**src/rtl/cnn_layer_seq.sv**
```systemverilog
// Sequences a multi-layer CNN run over an external conv engine.
// Each layer gets one launch pulse, then a bounded wait for the engine's done
// pulse. The feature-map buffers ping-pong between layers. The classification
// byte of the last layer is latched for display.
//
// Ports:
//   clk_100m     system clock, rising edge
//   rst_btn      synchronous active-high reset
//   start_btn    run request level; a qualified rising edge starts a run
//   eng_done     single-cycle layer-complete pulse from the engine
//   eng_result   classification byte, valid with eng_done on the last layer
//   eng_start    single-cycle layer launch pulse to the engine
//   layer_idx    current layer (0-based), selects weight bank
//   if_rd_sel    feature-map read buffer (0 = if1, 1 = if2)
//   if_wr_sel    feature-map write buffer, always the complement of if_rd_sel
//   busy         run in progress
//   cnn_done     result valid
//   timeout_err  a layer exceeded its cycle budget
//   led_result   last completed classification
module cnn_layer_seq #(
    parameter int unsigned NUM_LAYERS  = 5,
    parameter int unsigned TIMEOUT_CYC = 60000
) (
    input  logic       clk_100m,
    input  logic       rst_btn,
    input  logic       start_btn,
    input  logic       eng_done,
    input  logic [7:0] eng_result,
    output logic       eng_start,
    output logic [2:0] layer_idx,
    output logic       if_rd_sel,
    output logic       if_wr_sel,
    output logic       busy,
    output logic       cnn_done,
    output logic       timeout_err,
    output logic [7:0] led_result
);

    localparam int unsigned CNT_W = (TIMEOUT_CYC > 2) ? $clog2(TIMEOUT_CYC) : 1;
    localparam logic [CNT_W-1:0] CNT_LAST   = CNT_W'(TIMEOUT_CYC - 1);
    localparam logic [2:0]       LAYER_LAST = 3'(NUM_LAYERS - 1);

    typedef enum logic [2:0] {
        IDLE   = 3'd0,
        LAUNCH = 3'd1,
        WAIT   = 3'd2,
        NEXT   = 3'd3,
        FINISH = 3'd4,
        ERROR  = 3'd5
    } state_t;

    state_t           state;
    logic [CNT_W-1:0] wait_cnt;
    logic             start_q;
    // Set once start_btn has been seen low after reset, so a button already
    // held high through reset cannot masquerade as a fresh edge.
    logic             start_arm;
    logic             start_edge;

    assign start_edge = start_btn & ~start_q & start_arm;

    // Sequencer state and registered outputs.
    always_ff @(posedge clk_100m) begin
        if (rst_btn) begin
            state       <= IDLE;
            wait_cnt    <= '0;
            start_q     <= 1'b0;
            start_arm   <= 1'b0;
            eng_start   <= 1'b0;
            layer_idx   <= 3'd0;
            if_rd_sel   <= 1'b0;
            if_wr_sel   <= 1'b1;
            busy        <= 1'b0;
            cnn_done    <= 1'b0;
            timeout_err <= 1'b0;
            led_result  <= 8'd0;
        end else begin
            start_q   <= start_btn;
            eng_start <= 1'b0;
            if (!start_btn) begin
                start_arm <= 1'b1;
            end

            case (state)
                IDLE, FINISH, ERROR: begin
                    if (start_edge) begin
                        state       <= LAUNCH;
                        layer_idx   <= 3'd0;
                        if_rd_sel   <= 1'b0;
                        if_wr_sel   <= 1'b1;
                        cnn_done    <= 1'b0;
                        timeout_err <= 1'b0;
                        eng_start   <= 1'b1;
                        busy        <= 1'b1;
                    end
                end

                LAUNCH: begin
                    state    <= WAIT;
                    wait_cnt <= '0;
                end

                // Done wins over timeout when both land on the terminal cycle.
                WAIT: begin
                    if (eng_done) begin
                        if (layer_idx == LAYER_LAST) begin
                            state      <= FINISH;
                            led_result <= eng_result;
                            cnn_done   <= 1'b1;
                            busy       <= 1'b0;
                        end else begin
                            state <= NEXT;
                        end
                    end else if (wait_cnt == CNT_LAST) begin
                        state       <= ERROR;
                        timeout_err <= 1'b1;
                        busy        <= 1'b0;
                    end else begin
                        wait_cnt <= wait_cnt + CNT_W'(1);
                    end
                end

                // Advance layer and swap ping-pong buffers before relaunch.
                NEXT: begin
                    state     <= LAUNCH;
                    layer_idx <= layer_idx + 3'd1;
                    if_rd_sel <= ~if_rd_sel;
                    if_wr_sel <= if_rd_sel;
                    eng_start <= 1'b1;
                end

                default: begin
                    state <= IDLE;
                    busy  <= 1'b0;
                end
            endcase
        end
    end

endmodule
```
**config.mk**
```make
export PLATFORM = sky130hd
export DESIGN_NAME = cnn_layer_seq
export DESIGN_NICKNAME = d
export VERILOG_FILES = /design/src/rtl/cnn_layer_seq.sv
export SDC_FILE = /design/constraint.sdc
export NUM_CORES = 1
export LEC_CHECK = 0
export BUFFER_PORTS_ARGS = -buffer_cell sky130_fd_sc_hd__buf_2
export CORE_UTILIZATION = 59
export DETAILED_ROUTE_END_ITERATION = 8
export PLACE_DENSITY = 0.91
export SYNTH_ARGS = -nofsm -noshare
export SYNTH_HDL_FRONTEND = slang
export SYNTH_SLANG_ARGS = --single-unit
```
**constraint.sdc**
```tcl
create_clock -name clk_100m -period 4.1 [get_ports clk_100m]
set_clock_uncertainty 0.05 [all_clocks]
set_input_delay 0.41 -clock clk_100m [delete_from_list [all_inputs] [get_ports clk_100m]]
set_output_delay 0.41 -clock clk_100m [all_outputs]
set_load 0.005 [all_outputs]
```
==> metrics <==
Initial Utilization between 60 and 70%; Setup Fix Bufs, Post-CTS 0; clock share of power approximately a third; cts-stage hold buffer count 0; RSZ-0062 raised after global routing no; total number of vias 1404; Placed Cells 241; Worst setup EP type register; Synth Area per Inst 9.035 um^2; min-delay src start_btn; via count of the first global-routing pass between 1000 and 1500; Post-Syn Area 1717 um^2; Vias/cell about 5.6; First-pass DRT Iterations 4; die span in x 55.94 um; critical-path cell list nor3b_1, and2b_1, nand4_1, or4_1, nand2_1; CP Max Fanout 14; RR Endpoint wait_cnt[15]$_SDFFE_PP0P_; number of CTS-inserted buffers 5; post-synth top area share between 40% and 50%; antenna violations before repair 0; Slowest Stage Delay on Critical Path between 0.5 and 0.6 ns; IO buf count 28; Cell Rows 19; status completed; Overall Global Routing Usage 22.41%; Leakage Power 0.7286 nW; crit path buf inv count 0; CP arrival ~2.6 ns; final WL 3.265 mm; Layout area overhead 12.90%; cell family with most CP delay simple AND/OR/NAND/NOR gates; CTS root buf clkbuf_4; Hold Crit Class input pin to register; max_cap viols 0; Diodes inserted 0; count of final setup violators 0; Antenna Violating Nets Remaining 0; layout cells sized above 1 18.35%; num ports 29; Gate Count Post-Synth between 150 and 200; EDFF count, synth 0; Reg clk slew, reported paths 0.11 ns; CORE AREA 2758 um^2; R2R cell count 5; Top FF cell, synth dfxtp_1; first-pass GRT wire length 5.382 mm; warnings from Yosys 0; setup TNS after final layout 0 ns; relative slew slack 44.09%; Die Ht 55.94 um; DRC 0; Total Nets Final 232; post_cts resized 0; Placer Congestion 0.8327; synth unique cells 37; Async S/R FF share, synth 0%; Longest Clk Path Bufs 2; CP Launch Type register; Critical Path Source state[1]$_SDFFE_PP0P_; aggregate global routing overflow 0; area of the die 3129 um^2; Reg2Reg Setup Slack 1.77 ns; R2R Path Start state[1]$_SDFFE_PP0P_; #FFs+latches synth 38; Power Density 386.1 nW/um^2; Final Hold Viols 0; Final period util a little under three fifths; max-slew violations 0; CP required around 4.4 ns; hold depth 2; TritonCTS clock tree done; Max IR drop VDD 0.3987 mV; Net Sw Frac 27.06%; Post-Syn Nets 205; top post-synthesis cells by area dfxtp_1 44%, nor2_1 5.5%, mux2i_1 4.7%, xnor2_1 3.6%, nand3_1 2.6%; Gate power share 12.3%; Layout Cells excl Fill 249; critical path class register to register; Switching Power 0.2025 mW; Seq/Total Area, Yosys 44.31%; insertion delay to the later sink of the worst-skew pair 0.35 ns; Yosys top cell by area dfxtp_1; Worst-Margin Slew 0.8323 ns; dpl hpwl 2.329 mm; Peak Freq between 0.4 and 0.5 GHz; Flop pwr share 53.3%; DR iter-0 viols 37; DR WL/cell 13.11 um; largest net degree at the start of global routing 26; CTS HTree Levels 2; Slowest-stage cell, CP dfxtp_1; number of clock sinks 38; Power Internal between 0.5 and 0.6 mW; Tmin final 2.334 ns; Hold EP start_arm$_SDFFE_PP0N_
## cells in the final DEF, fill, tap and decap left out, drive strengths merged, types with 4 or more instances in the layout
cell,instances
nand4,5
clkbuf,5
nor2b,4
a21oi,8
buf,28
nor3,8
inv,6
nand2,12
a31oi,4
mux2i,8
nor2,25
o211ai,5
or4,6
and4,4
xnor2,7
nand3,9
dfxtp,38
## metal layers
layer / track usage, % / vias to the layer above / share of wire [%] / wire [um]
li1: - / 738 / - / -
met3: 7.674 / 3 / 4.3 / 140
met5: 0 / - / 0 / 0
met4: 7.317 / 0 / 1.5 / 48
met1: 28.13 / 636 / 48 / 1568
met2: 36.32 / 27 / 46 / 1507
## synth_stat cells, drive strengths merged (2+ instances only)
library cell and number:
o211ai 5, nor2b 4, xnor2 7, nand3b 2, buf 3, nor2 25
nor3b 2, inv 6, xor2 3, or4 6, and4 4, nand4bb 2
nor4b 3, clkbuf 5, a21oi 8, nand2b 3, nor3 8, nand4 5
nand2 12, a311oi 2, dfxtp 38, a31oi 4, nand3 9, o21ai 2
ha 3, mux2i 8, a211oi 2
## worst max path at each step
stage	to	cells after the start
after floorplan	wait_cnt[12]$_SDFFE_PP0P_	6
after global placement	wait_cnt[15]$_SDFFE_PP0P_	5
after detailed placement	wait_cnt[15]$_SDFFE_PP0P_	5
after CTS	wait_cnt[15]$_SDFFE_PP0P_	5
after global routing	wait_cnt[15]$_SDFFE_PP0P_	5
final	wait_cnt[15]$_SDFFE_PP0P_	5
## layout make-up
cell class | count | area (um^2)
fill | 226 | 819.5
tap | 31 | 38.79
inverter | 7 | 26.28
clock inverter | 3 | 45.04
multi-input combinational | 137 | 889.6
timing repair buffer | 28 | 140.1
clock buffer | 5 | 37.54
sequential | 38 | 760.7
## power by group through the flow
stage,sequential (mW),combinational [mW],clock [mW]
3_3_place_gp,0.406,0.0890,0
2_1_floorplan,0.403,0.0667,0
5_1_grt,0.401,0.103,0.276
3_5_place_dp,0.406,0.0905,0
4_1_cts,0.398,0.0929,0.264
6_report,0.399,0.0922,0.257
## stage by stage
step                      cell area [um^2]  power [mW]  hold WS (ns)  utilization (%)  setup slack (ns)
after floorplan                       1717      0.4700        0.3755                -             2.207
after global placement                1856      0.4950        0.3852            67.29             1.870
after detailed placement              1856      0.4967        0.3961            67.29             1.810
after CTS                             1938      0.7552        0.1963            70.28             1.784
after global routing                  1938      0.7801        0.1904            70.28             1.508
final                                 1938      0.7482        0.2062            70.28             1.766
## worst register-to-register path, stage by stage, from the launching register on
cell     delay (ns)
dfxtp_1        0.57
nor3b_1        0.45
and2b_1        0.25
nand4_1        0.33
or4_1          0.57
nand2_1        0.07
## cells by family (layout without fill, tap and decap cells)
| family | after synthesis | after routing | share of synthesized area (%) |
|---|---|---|---|
| AND/OR/NAND/NOR | 90 | 90 | 30.10 |
| adder cells (fa/ha/maj) | 3 | 3 | 2.187 |
| flip-flops | 38 | 38 | 44.31 |
| buffers and inverters | 15 | 43 | 3.863 |
| multiplexers | 8 | 8 | 4.665 |
| AO/OA/AOI/OAI | 26 | 26 | 9.767 |
| XOR/XNOR | 10 | 10 | 5.102 |
## sequential cells by signal, summed over array words and instances, names as in the netlist
| name | flops |
|---|---|
| wait_cnt | 16 |
| led_result | 8 |
| layer_idx | 3 |
| state | 3 |
| busy | 1 |
| cnn_done | 1 |
| eng_start | 1 |
| if_rd_sel | 1 |
| if_wr_sel | 1 |
| start_arm | 1 |
| start_q | 1 |
| timeout_err | 1 |
Power figures use the tool's default switching activity.
